<file path="config.mk">
export PLATFORM = sky130hd
export DESIGN_NAME = wb_bus_arbiter
export DESIGN_NICKNAME = d
export VERILOG_FILES = /design/src/rtl/wb_bus_arbiter_pkg.sv /design/src/rtl/wb_bus_arbiter_watchdog.sv /design/src/rtl/wb_bus_arbiter.sv
export SDC_FILE = /design/constraint.sdc
export NUM_CORES = 1
export LEC_CHECK = 0
export BUFFER_PORTS_ARGS = -buffer_cell sky130_fd_sc_hd__buf_4
export CAP_MARGIN = 20
export CORE_AREA = 2 2 109 111
export DETAILED_ROUTE_END_ITERATION = 8
export DIE_AREA = 0 0 111 113
export GPL_TIMING_DRIVEN = 0
export PLACE_DENSITY = 0.46
export SLEW_MARGIN = 0
export SYNTH_ARGS = -nofsm -noshare
export SYNTH_HDL_FRONTEND = slang
export SYNTH_SLANG_ARGS = --single-unit
</file>
<file path="constraint.sdc">
create_clock -name clk -period 1.5 [get_ports clk]
set_input_delay 0.225 -clock clk [delete_from_list [all_inputs] [get_ports clk]]
set_output_delay 0.225 -clock clk [all_outputs]
set_load 0.03 [all_outputs]
</file>
<file path="src/rtl/wb_bus_arbiter_pkg.sv">
// rtl/wb_bus_arbiter_pkg.sv - shared state encoding and master indices for wb_bus_arbiter
package wb_bus_arbiter_pkg;

    typedef enum logic [1:0] {
        ARB_IDLE,
        ARB_GNT_INST,
        ARB_GNT_DATA
    } arb_state_t;

    localparam int M_INST = 0;
    localparam int M_DATA = 1;

    // On a simultaneous request: 1 selects the data master, 0 the instruction master.
    function automatic logic tie_pick_data(input logic fixed_prio, input logic last_owner);
        return fixed_prio | ~last_owner;
    endfunction

endpackage

</file>
<file path="src/rtl/wb_bus_arbiter_watchdog.sv">
// rtl/wb_bus_arbiter_watchdog.sv - stalled-strobe counter raising a one-cycle error pulse (WB_ARB_TIMEOUT_EN)
module wb_arb_watchdog #(
    parameter int TIMEOUT_CYCLES = 255
) (
    input  logic clk,
    input  logic rst,
    input  logic active_i,
    input  logic stb_i,
    input  logic ack_i,
    output logic err_o
);

    localparam logic [15:0] LIMIT = 16'(TIMEOUT_CYCLES);

    logic [15:0] cnt_q, cnt_d;

    assign err_o = active_i & (cnt_q == LIMIT);

    always_comb begin
        cnt_d = cnt_q;
        if (!active_i || err_o || ack_i) begin
            cnt_d = '0;
        end else if (stb_i) begin
            cnt_d = cnt_q + 16'd1;
        end
    end

    always_ff @(posedge clk) begin
        if (rst) begin
            cnt_q <= '0;
        end else begin
            cnt_q <= cnt_d;
        end
    end

endmodule

</file>
<file path="src/rtl/wb_bus_arbiter.sv">
// rtl/wb_bus_arbiter.sv - two-master to one-slave Wishbone B4 classic arbiter; optional watchdog under WB_ARB_TIMEOUT_EN
import wb_bus_arbiter_pkg::*;

module wb_bus_arbiter #(
    parameter int FIXED_PRIO     = 0,
    parameter int TIMEOUT_CYCLES = 255
) (
    input  logic             clk,
    input  logic             rst,
    input  logic [1:0]       m_cyc,
    input  logic [1:0]       m_stb,
    input  logic [1:0]       m_we,
    input  logic [1:0][31:0] m_adr,
    input  logic [1:0][31:0] m_dat_w,
    input  logic [1:0][3:0]  m_sel,
    output logic [31:0]      m_dat_r,
    output logic [1:0]       m_ack,
    output logic [1:0]       m_err,
    output logic             s_cyc,
    output logic             s_stb,
    output logic             s_we,
    output logic [31:0]      s_adr,
    output logic [31:0]      s_dat_w,
    output logic [3:0]       s_sel,
    input  logic [31:0]      s_dat_r,
    input  logic             s_ack
);

    if (TIMEOUT_CYCLES < 1 || TIMEOUT_CYCLES > 65535) begin : g_bad_timeout
        $error("TIMEOUT_CYCLES must be within 1..65535");
    end

    arb_state_t state_q, state_d;
    logic       last_owner_q, last_owner_d;
    logic       granted;
    logic       owner;
    logic       own_cyc;
    logic       own_stb;
    logic       wd_err;

    assign granted = (state_q != ARB_IDLE);
    assign owner   = (state_q == ARB_GNT_DATA);
    assign own_cyc = granted & m_cyc[owner];
    assign own_stb = own_cyc & m_stb[owner];

`ifdef WB_ARB_TIMEOUT_EN
    wb_arb_watchdog #(
        .TIMEOUT_CYCLES(TIMEOUT_CYCLES)
    ) u_watchdog (
        .clk      (clk),
        .rst      (rst),
        .active_i (own_cyc),
        .stb_i    (own_stb),
        .ack_i    (s_ack),
        .err_o    (wd_err)
    );
`else
    assign wd_err = 1'b0;
`endif

    assign m_err   = {wd_err & owner, wd_err & ~owner};
    assign m_dat_r = s_dat_r;

    // Slave side follows the owner combinationally; a timed-out strobe is withheld for that cycle.
    always_comb begin
        s_cyc   = own_cyc;
        s_stb   = own_stb & ~wd_err;
        s_we    = 1'b0;
        s_adr   = '0;
        s_dat_w = '0;
        s_sel   = '0;
        m_ack   = '0;
        if (granted) begin
            s_we    = m_we[owner];
            s_adr   = m_adr[owner];
            s_dat_w = m_dat_w[owner];
            s_sel   = m_sel[owner];
        end
        if (s_stb && s_ack) begin
            m_ack[owner] = 1'b1;
        end
    end

    always_comb begin
        state_d      = state_q;
        last_owner_d = last_owner_q;
        unique case (state_q)
            ARB_IDLE: begin
                if (&m_cyc) begin
                    state_d = tie_pick_data(FIXED_PRIO != 0, last_owner_q) ? ARB_GNT_DATA : ARB_GNT_INST;
                end else if (m_cyc[M_INST]) begin
                    state_d = ARB_GNT_INST;
                end else if (m_cyc[M_DATA]) begin
                    state_d = ARB_GNT_DATA;
                end
            end
            ARB_GNT_INST: begin
                if (!m_cyc[M_INST]) begin
                    last_owner_d = 1'b0;
                    state_d      = m_cyc[M_DATA] ? ARB_GNT_DATA : ARB_IDLE;
                end
            end
            ARB_GNT_DATA: begin
                if (!m_cyc[M_DATA]) begin
                    last_owner_d = 1'b1;
                    state_d      = m_cyc[M_INST] ? ARB_GNT_INST : ARB_IDLE;
                end
            end
            default: state_d = ARB_IDLE;
        endcase
    end

    always_ff @(posedge clk) begin
        if (rst) begin
            state_q      <= ARB_IDLE;
            last_owner_q <= 1'b1;
        end else begin
            state_q      <= state_d;
            last_owner_q <= last_owner_d;
        end
    end

endmodule

</file>
==> flow_summary.html <==
<table>
<tr><th>Metric</th><th>Value</th></tr>
<tr><th colspan="2">Die</th></tr>
<tr><td>Chip width</td><td>111 µm</td></tr>
<tr><td>Number of core rows</td><td>39</td></tr>
<tr><td>Core region area</td><td>11300 µm²</td></tr>
<tr><td>Area of the die</td><td>12500 µm²</td></tr>
<tr><td>I/O pin cnt</td><td>284</td></tr>
<tr><td>Vertical die dimension</td><td>113 µm</td></tr>
<tr><td>Initial core utilization</td><td>0.106</td></tr>
<tr><th colspan="2">Clock tree</th></tr>
<tr><td>Clock buffers created by TritonCTS</td><td>3</td></tr>
<tr><td>Buffer levels on the longest clock path</td><td>2</td></tr>
<tr><td>Clk sink count</td><td>3</td></tr>
<tr><td>Root Buffer Master</td><td>clkbuf_16</td></tr>
<tr><td>Total of hold buffers inserted after clock tree synthesis</td><td>0</td></tr>
<tr><td>Clock tree from TritonCTS</td><td>done</td></tr>
<tr><td>Level count of the clock H-tree</td><td>1</td></tr>
<tr><td>Clk slew on worst S/H paths</td><td>0.03 ns</td></tr>
<tr><td>Skew-Pair Late Insertion Delay</td><td>0.22 ns</td></tr>
<tr><th colspan="2">Pwr</th></tr>
<tr><td>Maximum vdd ir drop</td><td>0.000391 V</td></tr>
<tr><td>Power density over the cells</td><td>550 nW/µm²</td></tr>
<tr><td>Pwr Total</td><td>2.06 mW</td></tr>
<tr><td>Pleak</td><td>1.99 nW</td></tr>
<tr><th colspan="2">Critical path</th></tr>
<tr><td>Worst path top cell family by delay</td><td>buffers and inverters</td></tr>
<tr><td>Critical R2R Capture</td><td>last_owner_q$_SDFFE_PP1P_</td></tr>
<tr><td>Capturing instance or port of the critical path</td><td>s_dat_w[24]</td></tr>
<tr><td>Critical path data arrival time</td><td>1.43 ns</td></tr>
<tr><td>Series of cell instances along the critical path</td><td>nor2b_4 &gt; buf_6 &gt; buf_8 &gt; clkbuf_16 &gt; a22o_4 &gt; buf_6</td></tr>
<tr><td>Biggest fanout along the worst timing path</td><td>6</td></tr>
<tr><td>Slowest cell on crit path</td><td>dfxtp_4</td></tr>
<tr><td>Category of the critical setup timing path</td><td>flop to output port</td></tr>
<tr><td>Launch point of the critical path</td><td>state_q[1]$_SDFFE_PP0P_</td></tr>
<tr><td>Nature of the critical path startpoint</td><td>flop</td></tr>
<tr><td>Crit path largest cell delay</td><td>0.33 ns</td></tr>
<tr><td>Flop2flop setup slack</td><td>0.54 ns</td></tr>
<tr><td>Capturing element type of the critical path</td><td>output port</td></tr>
<tr><td>Worst path depth</td><td>6</td></tr>
<tr><td>Critical R2R Launch</td><td>state_q[0]$_SDFFE_PP0P_</td></tr>
<tr><td>Number of buffers and inverters on the critical path</td><td>4</td></tr>
<tr><td>Worst path required time</td><td>1.27 ns</td></tr>
<tr><td>Most Frequent Cell on Critical Path</td><td>buf_6</td></tr>
<tr><td>Count of cells along the worst register-to-register path</td><td>4</td></tr>
<tr><th colspan="2">Yosys</th></tr>
<tr><td>Number of flip-flops and latches in the synthesized netlist</td><td>3</td></tr>
<tr><td>Sequential element share of the synthesized area</td><td>0.0505</td></tr>
<tr><td>Area fraction of the dominant cell type after synthesis</td><td>0.493</td></tr>
<tr><td>Total standard cell area after synthesis</td><td>1190 µm²</td></tr>
<tr><td>Cell types with the largest area share after synthesis</td><td>a22o_1, buf_4, dfxtp_1, a22o_4, buf_12</td></tr>
<tr><td>Netlist cell types</td><td>21</td></tr>
<tr><td>Syn. warnings</td><td>0</td></tr>
<tr><td>Synthesized instance count</td><td>147</td></tr>
<tr><td>Post-Synthesis Mean Instance Area</td><td>8.09 µm²</td></tr>
<tr><td>Synth area leader</td><td>a22o_1</td></tr>
<tr><th colspan="2">Place</th></tr>
<tr><td>Port Buffer Count</td><td>249</td></tr>
<tr><td>Global placement routability congestion</td><td>0.893</td></tr>
<tr><td>Detailed placement HPWL</td><td>6880 µm</td></tr>
<tr><th colspan="2">Final layout</th></tr>
<tr><td>Combined area of the multi-input logic cells</td><td>757 µm²</td></tr>
<tr><td>Share of cells above drive strength 1</td><td>0.776</td></tr>
<tr><td># fillers</td><td>1184</td></tr>
<tr><td>Util after Layout</td><td>0.333</td></tr>
<tr><td>Growth of design area from synthesis to finish</td><td>216%</td></tr>
<tr><td>Area occupied by registers</td><td>67.6 µm²</td></tr>
<tr><td>Final antenna diode count</td><td>0</td></tr>
<tr><td>Final layout net count</td><td>589</td></tr>
<tr><th colspan="2">Timing</th></tr>
<tr><td>Clock period minus final worst setup slack</td><td>1.66 ns</td></tr>
<tr><td>Number of endpoints failing setup at the final stage</td><td>63</td></tr>
<tr><td>Portion of the clock cycle consumed by the worst path in the final layout</td><td>1.10</td></tr>
<tr><td>Worst clock skew</td><td>0.000545 ns</td></tr>
<tr><td>RSZ-0062 raised after global routing</td><td>true</td></tr>
<tr><td>Final setup margin</td><td>-0.157 ns</td></tr>
<tr><td>Count of final max-slew check failures</td><td>0</td></tr>
<tr><td>Worst hold margin</td><td>0.275 ns</td></tr>
<tr><td>Highest clock rate</td><td>604 MHz</td></tr>
<tr><td>Final hold violations</td><td>0</td></tr>
<tr><th colspan="2">GRT</th></tr>
<tr><td>Number of antenna violations at the first check in global routing</td><td>0</td></tr>
<tr><td>Number of global-route vias before repair</td><td>2120</td></tr>
<tr><td>Maximum number of pins on one net before global-route repair</td><td>11</td></tr>
<tr><td>Total congestion overflow</td><td>0</td></tr>
<tr><td>Global-route wire length before repair</td><td>11700 µm</td></tr>
<tr><td>All-Layer GR Usage</td><td>0.116</td></tr>
<tr><th colspan="2">Routing</th></tr>
<tr><td>Initial drt markers</td><td>48</td></tr>
<tr><td>First-pass iteration count of the detailed router</td><td>4</td></tr>
<tr><td>Wire length reported by the detailed router</td><td>8200 µm</td></tr>
<tr><td>Routed length per instance</td><td>14.8 µm</td></tr>
<tr><td>Antenna-violating nets left</td><td>0</td></tr>
<tr><td>Overall via count from detail_route</td><td>2201</td></tr>
<tr><td># DRC</td><td>0</td></tr>
<tr><td>Average vias per placed instance</td><td>3.97</td></tr>
<tr><th colspan="2">Run</th></tr>
<tr><td>MaxCap Viol Count</td><td>0</td></tr>
<tr><th colspan="2">Outcome</th></tr>
<tr><td>Violated checks</td><td>setup timing</td></tr>
<tr><td>Run status</td><td>finished with violations</td></tr>
<tr><th colspan="2">Hold path</th></tr>
<tr><td>Hold crit path type</td><td>input pin to flop</td></tr>
</table>
==> repair_timing <==
action | CTS | global route
setup endpoints to repair | 73 | 73
pin swaps | 25 | 26
buffers inserted | 12 | 1
gates resized for setup | 82 | 7
gates cloned | 3 | 2
==> worst register-to-register path, stage by stage, from the launching register on <==
cell and delay [ns]:
dfxtp_4 0.38, buf_4 0.19, inv_1 0.05, o21ai_0 0.15
a21oi_1 0.08
==> cell usage after synthesis (all sizes together) <==
library cell	number
nor2	4
nand3	2
nor2b	2
a21oi	1
conb	1
o21ai	3
nor3	2
o22ai	2
buf	46
nand2	4
and3b	2
dfxtp	3
clkbuf	5
inv	1
a22o	69
==> placed cells by master (no fill, tap or decap), types with 2 or more instances in the layout <==
cell,netlist,routed
a22o_1,67,67
a22o_4,2,2
and3b_1,2,2
buf_12,1,5
buf_4,40,241
buf_6,1,55
buf_8,1,4
clkbuf_16,0,5
clkbuf_8,0,2
conb_1,1,2
dfxtp_4,0,2
nand2_1,4,4
nand3_1,2,2
nor2_1,4,3
o21ai_0,3,3
o22ai_1,2,2
==> metal layers <==
metal,vias to the layer above,track usage,wire length (µm)
met5,-,0,0
met4,0,0.0408,260
met3,16,0.0262,709
met2,150,0.217,4270
met1,968,0.130,2960
li1,1067,-,-
==> flip-flops by register name (all words and copies together) (netlist names) <==
register / cells
state_q: 2
last_owner_q: 1
==> layout make-up <==
class / instances / share of cell area
plain buffers: 48 / 0.110
clock buffers: 4 / 0.0210
inverters: 1 / 0.000999
multi-input cells: 93 / 0.202
flip-flops and latches: 3 / 0.0180
well taps: 143 / 0.0476
repair buffers: 262 / 0.601
==> power by group <==
part | leakage, nW | switching [mW] | internal (mW) | total, mW
Combinational | 1.92 | 0.736 | 0.813 | 1.55
Sequential | 0.0261 | 0.00767 | 0.0867 | 0.0944
Clock | 0.0382 | 0.0705 | 0.351 | 0.421
==> how the worst min path moves through the flow <==
stage | from | slack [ns] | depth (start not counted) | endpoint
floorplan | rst | 0.38 | 2 | last_owner_q$_SDFFE_PP1P_
global placement | last_owner_q$_SDFFE_PP1P_ | 0.51 | 2 | last_owner_q$_SDFFE_PP1P_
detailed placement | last_owner_q$_SDFFE_PP1P_ | 0.50 | 2 | last_owner_q$_SDFFE_PP1P_
CTS | rst | 0.27 | 3 | last_owner_q$_SDFFE_PP1P_
global route | rst | 0.29 | 3 | last_owner_q$_SDFFE_PP1P_
finish | rst | 0.27 | 3 | last_owner_q$_SDFFE_PP1P_
==> kinds of logic after synthesis <==
family,count (synthesis),synth area share
flops,3,0.0505
buf+inv,52,0.323
compound gates,75,0.550
other cells,1,0.00315
simple gates,16,0.0736
==> metrics by stage <==
stage	std cells	area, µm²	setup slack, ns	setup TNS, ns
4_1_cts	556	3800	-0.187	-9.67
3_5_place_dp	540	3250	-0.116	-1.33
3_3_place_gp	540	3250	-0.0961	-0.882
2_1_floorplan	148	1200	-0.191	-0.383
6_report	554	3760	-0.157	-3.15
5_1_grt	554	3760	-0.184	-6.94
Power figures use the tool's default switching activity.
